$ cat src/rtl/ps2_rx_fifo.sv
// ps2_rx_fifo: PS/2 device-to-host receiver with a scan-code FIFO.
// Path: raw ps2_clk/ps2_data -> synchronisers -> clock glitch filter -> frame FSM -> FIFO.
// Make-code counting is built only when PS2_KEYCNT_EN is defined. Otherwise key_count is 0.
module ps2_rx_fifo #(
    parameter int FIFO_DEPTH  = 8,
    parameter int SYNC_STAGES = 3,
    parameter int FILTER_LEN  = 4,
    parameter int TIMEOUT_CYC = 5000
) (
    input  logic                          clk,
    input  logic                          clrn,
    input  logic                          ps2_clk,
    input  logic                          ps2_data,
    input  logic                          nextdata_n,
    input  logic                          flush,
    input  logic                          err_clr,
    output logic [7:0]                    data,
    output logic                          ready,
    output logic [$clog2(FIFO_DEPTH):0]   fifo_count,
    output logic                          overflow,
    output logic                          parity_err,
    output logic                          frame_err,
    output logic                          busy,
    output logic [15:0]                   key_count
);
    localparam int AW = $clog2(FIFO_DEPTH);
    localparam int CW = $clog2(FIFO_DEPTH) + 1;
    localparam int FW = $clog2(FILTER_LEN + 1);
    localparam int TW = $clog2(TIMEOUT_CYC + 1);

    typedef enum logic [0:0] {IDLE = 1'b0, RECV = 1'b1} state_t;

    // Data bits plus parity must XOR to 1 (odd parity).
    function automatic logic odd_parity_ok(input logic [8:0] v);
        return (^v) == 1'b1;
    endfunction

    logic [SYNC_STAGES-1:0] clk_sync_r, data_sync_r;
    logic                   sclk_s, sdata_s;
    logic                   fclk_r, fclk_d_r, strobe_s;
    logic [FW-1:0]          fcnt_r;
    state_t                 state_r, state_nx;
    logic [3:0]             bit_cnt_r, bit_cnt_nx;
    logic [9:0]             shift_r, shift_nx;
    logic [TW-1:0]          tcnt_r, tcnt_nx;
    logic                   good_s, perr_set_s, ferr_set_s;
    logic [7:0]             mem_r [FIFO_DEPTH];
    logic [AW-1:0]          w_ptr_r, r_ptr_r;
    logic [CW-1:0]          count_r, count_nx;
    logic                   ready_r, full_s, pop_s, push_s, ovf_set_s;
    logic                   overflow_r, parity_err_r, frame_err_r;

    assign sclk_s  = clk_sync_r[SYNC_STAGES-1];
    assign sdata_s = data_sync_r[SYNC_STAGES-1];

    // Synchronise both raw PS/2 lines into the clk domain. They idle high.
    always_ff @(posedge clk or negedge clrn) begin
        if (!clrn) begin
            clk_sync_r  <= '1;
            data_sync_r <= '1;
        end else begin
            clk_sync_r  <= {clk_sync_r[SYNC_STAGES-2:0], ps2_clk};
            data_sync_r <= {data_sync_r[SYNC_STAGES-2:0], ps2_data};
        end
    end

    // Glitch filter: fclk follows sclk only after FILTER_LEN consecutive differing samples.
    always_ff @(posedge clk or negedge clrn) begin
        if (!clrn) begin
            fclk_r   <= 1'b1;
            fclk_d_r <= 1'b1;
            fcnt_r   <= '0;
        end else begin
            fclk_d_r <= fclk_r;
            if (sclk_s == fclk_r) begin
                fcnt_r <= '0;
            end else if (fcnt_r == FW'(FILTER_LEN - 1)) begin
                fclk_r <= sclk_s;
                fcnt_r <= '0;
            end else begin
                fcnt_r <= fcnt_r + FW'(1);
            end
        end
    end

    // A falling edge of the filtered clock gives the one-cycle bit sample strobe.
    assign strobe_s = fclk_d_r & ~fclk_r;

    // Frame FSM state, bit position, shift register and inter-edge timeout counter.
    always_ff @(posedge clk or negedge clrn) begin
        if (!clrn) begin
            state_r   <= IDLE;
            bit_cnt_r <= 4'd0;
            shift_r   <= 10'd0;
            tcnt_r    <= '0;
        end else begin
            state_r   <= state_nx;
            bit_cnt_r <= bit_cnt_nx;
            shift_r   <= shift_nx;
            tcnt_r    <= tcnt_nx;
        end
    end

    // Next-state logic. The frame is checked on the same strobe that delivers the stop bit.
    always_comb begin
        state_nx   = state_r;
        bit_cnt_nx = bit_cnt_r;
        shift_nx   = shift_r;
        tcnt_nx    = '0;
        good_s     = 1'b0;
        perr_set_s = 1'b0;
        ferr_set_s = 1'b0;
        case (state_r)
            IDLE: begin
                if (strobe_s) begin
                    state_nx   = RECV;
                    shift_nx   = {9'd0, sdata_s};
                    bit_cnt_nx = 4'd1;
                end else begin
                    state_nx = IDLE;
                end
            end
            RECV: begin
                if (strobe_s) begin
                    if (bit_cnt_r == 4'd10) begin
                        state_nx   = IDLE;
                        bit_cnt_nx = 4'd0;
                        if (shift_r[0] != 1'b0 || sdata_s != 1'b1) begin
                            ferr_set_s = 1'b1;
                        end else if (!odd_parity_ok(shift_r[9:1])) begin
                            perr_set_s = 1'b1;
                        end else begin
                            good_s = 1'b1;
                        end
                    end else begin
                        shift_nx[bit_cnt_r] = sdata_s;
                        bit_cnt_nx          = bit_cnt_r + 4'd1;
                    end
                end else if (tcnt_r >= TW'(TIMEOUT_CYC)) begin
                    state_nx   = IDLE;
                    bit_cnt_nx = 4'd0;
                    ferr_set_s = 1'b1;
                end else begin
                    tcnt_nx = tcnt_r + TW'(1);
                end
            end
            default: begin
                state_nx   = IDLE;
                bit_cnt_nx = 4'd0;
            end
        endcase
    end

    // A push is accepted when there is room or a pop frees a slot. flush discards everything.
    assign full_s    = (count_r == CW'(FIFO_DEPTH));
    assign pop_s     = ~nextdata_n & ready_r & ~flush;
    assign push_s    = good_s & (~full_s | pop_s) & ~flush;
    assign ovf_set_s = good_s & full_s & ~(~nextdata_n & ready_r) & ~flush;

    // Occupancy bookkeeping for simultaneous push and pop.
    always_comb begin
        count_nx = count_r;
        case ({push_s, pop_s})
            2'b10:   count_nx = count_r + CW'(1);
            2'b01:   count_nx = count_r - CW'(1);
            default: count_nx = count_r;
        endcase
    end

    // FIFO pointers, occupancy and ready flag. flush has priority.
    always_ff @(posedge clk or negedge clrn) begin
        if (!clrn) begin
            w_ptr_r <= '0;
            r_ptr_r <= '0;
            count_r <= '0;
            ready_r <= 1'b0;
        end else if (flush) begin
            w_ptr_r <= '0;
            r_ptr_r <= '0;
            count_r <= '0;
            ready_r <= 1'b0;
        end else begin
            if (push_s) w_ptr_r <= w_ptr_r + AW'(1);
            if (pop_s)  r_ptr_r <= r_ptr_r + AW'(1);
            count_r <= count_nx;
            ready_r <= (count_nx != CW'(0));
        end
    end

    // FIFO storage. It is not reset.
    always_ff @(posedge clk) begin
        if (push_s) mem_r[w_ptr_r] <= shift_r[8:1];
    end

    // Sticky error flags. A set event in the same cycle wins over err_clr.
    always_ff @(posedge clk or negedge clrn) begin
        if (!clrn) begin
            overflow_r   <= 1'b0;
            parity_err_r <= 1'b0;
            frame_err_r  <= 1'b0;
        end else begin
            overflow_r   <= ovf_set_s  | (overflow_r   & ~err_clr);
            parity_err_r <= perr_set_s | (parity_err_r & ~err_clr);
            frame_err_r  <= ferr_set_s | (frame_err_r  & ~err_clr);
        end
    end

`ifdef PS2_KEYCNT_EN
    logic [7:0]  last_make_r;
    logic        last_valid_r, brk_r;
    logic [15:0] kcnt_r;
    logic [7:0]  push_byte_s;
    assign push_byte_s = shift_r[8:1];

    // Count distinct make codes. Break sequences and typematic repeats are not counted.
    always_ff @(posedge clk or negedge clrn) begin
        if (!clrn) begin
            last_make_r  <= 8'h00;
            last_valid_r <= 1'b0;
            brk_r        <= 1'b0;
            kcnt_r       <= 16'd0;
        end else if (push_s) begin
            if (push_byte_s == 8'hF0) begin
                brk_r <= 1'b1;
            end else if (push_byte_s == 8'hE0) begin
                brk_r <= brk_r;
            end else if (brk_r) begin
                brk_r <= 1'b0;
                if (push_byte_s == last_make_r) last_valid_r <= 1'b0;
            end else if (last_valid_r && push_byte_s == last_make_r) begin
                kcnt_r <= kcnt_r;
            end else begin
                kcnt_r       <= kcnt_r + 16'd1;
                last_make_r  <= push_byte_s;
                last_valid_r <= 1'b1;
            end
        end else begin
            kcnt_r <= kcnt_r;
        end
    end
    assign key_count = kcnt_r;
`else
    assign key_count = 16'h0000;
`endif

    assign data       = ready_r ? mem_r[r_ptr_r] : 8'h00;
    assign ready      = ready_r;
    assign fifo_count = count_r;
    assign overflow   = overflow_r;
    assign parity_err = parity_err_r;
    assign frame_err  = frame_err_r;
    assign busy       = (state_r == RECV);
endmodule

$ cat config.mk
export PLATFORM = sky130hd
export DESIGN_NAME = ps2_rx_fifo
export DESIGN_NICKNAME = d
export VERILOG_FILES = /design/src/rtl/ps2_rx_fifo.sv
export SDC_FILE = /design/constraint.sdc
export NUM_CORES = 1
export LEC_CHECK = 0
export CORE_UTILIZATION = 40
export CTS_CLUSTER_DIAMETER = 150
export DETAILED_ROUTE_END_ITERATION = 10
export PLACE_DENSITY = 0.55
export REMOVE_ABC_BUFFERS = 1
export SLEW_MARGIN = 20
export SYNTH_ARGS = -nofsm -noshare
export SYNTH_HDL_FRONTEND = slang
export SYNTH_SLANG_ARGS = --single-unit
$ cat constraint.sdc
create_clock -name clk -period 6.3 [get_ports clk]
set_input_delay 1.89 -clock clk [delete_from_list [all_inputs] [get_ports clk]]
set_output_delay 1.89 -clock clk [all_outputs]
set_load 0.02 [all_outputs]
==> flow_metrics.py <==
metrics = {
    "global_route": {
        "grt_max_degree": 54,
        "antenna_found_initial": 0,
        "grt_pass1_vias": 3059,
        "grt_overflow": 0,
        "grt_usage": 0.1609,
        "grt_pass1_wl_mm": 15.79,
    },
    "clocking": {
        "clock_path_buffers": 2,
        "htreeDepth": 4,
        "cts_sinks": 117,
        "cts_tree": "done",
        "clk_pin_slew_ns": 0.05,
        "clk_latency_ns": 0.41,
        "numCtsBuffers": 17,
        "cts_root_buffer": "clkbuf_16",
        "postCtsHoldBufs": 0,
        "cts-resized-gates": 0,
        "postCtsSetupBuffers": 0,
    },
    "worst_setup_path": {
        "worstReg2RegEnd": "ready",
        "worstPathRequired_ns": 6.55,
        "cp-endpoint": "ready",
        "startpoint_type": "primary input",
        "cp-end-kind": "flop",
        "critPathKind": "primary input to flop",
        "worstPathMaxFanout": 19,
        "reg2reg_depth": 13,
        "reg2reg_slack_ns": 2.67,
        "startpoint": "flush",
        "r2r-start": "shift_r[6]",
        "arrival_ns": 4.97,
    },
    "sta": {
        "post-route-min-period_ns": 4.716,
        "slew_headroom": 0.3105,
        "maxSlewViolCount": 0,
        "rsz0062_at_grt": "false",
        "tns_ns": 0,
        "hold_viol": 0,
        "setup_violations": 0,
        "fin_crit_sh": 0.7486,
        "max_freq_mhz": 212.0,
        "clock_skew_ns": 0.003748,
        "worstMarginPinSlew_ns": 1.032,
        "holdWs_ns": 0.3534,
    },
    "routing": {
        "totalWireLength_mm": 9.572,
        "drt-wirelength-per-cell_microns": 15.87,
        "first_iter_violations": 198,
        "drc": 0,
        "drtPass1Iterations": 6,
        "vias": 3045,
        "via_per_inst": 5.050,
        "ant_nets": 0,
    },
    "logic_synthesis": {
        "ys_seq_area_frac": 0.6218,
        "ys_ff_latch": 117,
        "syn_area_per_cell_sq_um": 13.58,
        "ys.flop_type": "edfxtp_1",
        "synthTopCellsByArea": "edfxtp_1, dfrtp_1, mux4_2",
        "yosysTopAreaCell": "edfxtp_1",
        "netlist_instances": 386,
        "synth_edf_count": 64,
        "synthDistinctLibCells": 48,
        "ys_warn_count": 0,
        "syn-cell-area_sq_mm": 0.005240,
        "synth.top_cell.area_share": 0.3668,
        "synthArstFlopShare": 0.4530,
    },
    "power": {
        "ir_drop_mv": 0.2173,
        "power_density_mw_per_mm2": 376.1,
        "power_leakage_nw": 2.272,
    },
    "job": {
        "drv_cap": 0,
    },
    "floorplanning": {
        "core_area_sq_mm": 0.01267,
        "rows": 41,
        "die_w_microns": 116.5,
        "initial_core_util": 0.4135,
        "dieArea_sq_mm": 0.01356,
        "dieHeight_microns": 116.5,
        "pin_count": 40,
    },
    "outcome": {
        "status": "complete, no violations",
    },
    "finish": {
        "synthToLayoutAreaGrowth_pct": 18.96,
        "drive_gt1_frac": 0.1578,
        "fin_cells": 603,
        "layout.nets": 433,
        "fin_util": 0.4920,
        "final_cell_area_sq_mm": 0.006233,
        "n_antenna_cell": 0,
    },
    "placement": {
        "dp.cells": 571,
        "placed_cell_area_sq_mm": 0.005612,
        "port_buffers": 23,
        "post-dp-hpwl_mm": 6.242,
        "gp_congestion": 0.8069,
    },
    "min_path": {
        "hp-class": "flop to flop",
    },
}
[logic make-up (layout without fill, tap and decap cells)]
| group | after synthesis | after routing | share of synthesized area |
|---|---|---|---|
| adders and majority gates | 8 | 8 | 0.01910 |
| and+or+nand+nor | 117 | 117 | 0.1127 |
| DFF | 117 | 117 | 0.6218 |
| xor gates and xnor gates | 28 | 28 | 0.04943 |
| buffers and inverters | 38 | 68 | 0.03988 |
| AOI/OAI and AO/OA | 50 | 50 | 0.06638 |
| other | 1 | 16 | 0.0007156 |
| muxes | 27 | 27 | 0.09002 |
[routing by layer]
metal	vias up	global-route usage	wire length, microns
li1	1458	-	-
met1	1502	0.2048	4461
met2	68	0.2540	4523
met3	17	0.04359	397
met4	0	0.08034	190
met5	-	0	0
[stage by stage]
| stage | power, mW | setup WS (ns) |
|---|---|---|
| global placement | 1.333 | 1.244 |
| global route | 2.459 | 1.202 |
| CTS | 2.368 | 1.625 |
| detailed placement | 1.338 | 1.199 |
| finish | 2.345 | 1.584 |
| floorplan | 1.227 | 2.147 |
[how the worst min path moves through the flow]
stage	cells after the start	endpoint	start
detailed placement	0	clk_sync_r[1]	clk_sync_r[0]
finish	0	clk_sync_r[2]	clk_sync_r[1]
global route	0	clk_sync_r[2]	clk_sync_r[1]
floorplan	0	clk_sync_r[1]	clk_sync_r[0]
CTS	0	data_sync_r[1]	data_sync_r[0]
global placement	0	clk_sync_r[2]	clk_sync_r[1]
[sequential cells by signal, indices dropped and copies added (netlist names), 3 cells and up]
register and count:
bit_cnt_r 4, clk_sync_r 3, data_sync_r 3, fcnt_r 3
fifo_count 4, mem_r 64, r_ptr_r 3, shift_r 10
tcnt_r 13, w_ptr_r 3
[cells in the mapped netlist (all sizes together), types with 6 or more instances]
| library cell | n |
|---|---|
| nand3 | 6 |
| buf | 20 |
| edfxtp | 64 |
| a22o | 12 |
| dfstp | 8 |
| a21oi | 7 |
| nor2 | 33 |
| ha | 8 |
| clkbuf | 11 |
| o31ai | 6 |
| mux2i | 10 |
| mux4 | 16 |
| nor3 | 9 |
| xnor2 | 13 |
| nor2b | 12 |
| dfrtp | 45 |
| inv | 7 |
| xor2 | 14 |
| nand2 | 28 |
| o21ai | 14 |
[layout make-up]
| class | count | area (sq um) |
|---|---|---|
| Multi-Input combinational cell | 246 | 1841 |
| Clock buffer | 21 | 440.4 |
| Fill cell | 1141 | 6437 |
| Timing Repair Buffer | 29 | 270.3 |
| Sequential cell | 117 | 3259 |
| Clock inverter | 11 | 181.4 |
| Inverter | 7 | 26.28 |
| Tap cell | 172 | 215.2 |
[worst max-delay path: stages]
cell and delay (ns):
clkdlybuf4s50_1 0.73, o211ai_1 0.45, nand3_1 0.24, or2_2 0.35, ha_1 0.27, xor2_1 0.17, ha_1 0.18, a21oi_1 0.14
xor2_1 0.17, nor2_1 0.07, xnor2_1 0.17, a41oi_1 0.13
[cells in the final DEF, fill, tap and decap left out, types with 2 or more instances in the layout]
master and n:
nor3_1 8, clkbuf_16 17, nand2_1 27, nor2_1 33
xnor2_1 13, edfxtp_1 64, a32o_1 2, clkbuf_1 4
o31ai_1 6, mux4_2 16, buf_4 6, a31oi_1 2
dfstp_2 8, and3_1 2, bufinv_16 5, clkinv_1 2
o21ai_0 14, nor2b_1 12, xor2_1 14, nand2b_1 5
nor4_1 4, a22o_1 12, clkdlybuf4s50_1 22, ha_1 8
a22oi_1 2, or4_1 2, dfrtp_1 44, nand4_1 4
clkinv_2 3, mux2i_1 10, nand3_1 6, nor3b_1 2
inv_1 7, a21oi_1 7, or2_2 2, conb_1 16
[power by group]
group / switching (mW) / leakage, nW / internal (mW)
clock network: 0.323 / 0.304 / 0.696
logic: 0.204 / 0.730 / 0.130
registers: 0.0996 / 1.24 / 0.892
total: 0.626 / 2.27 / 1.72
(Power assumes the default switching activity.)
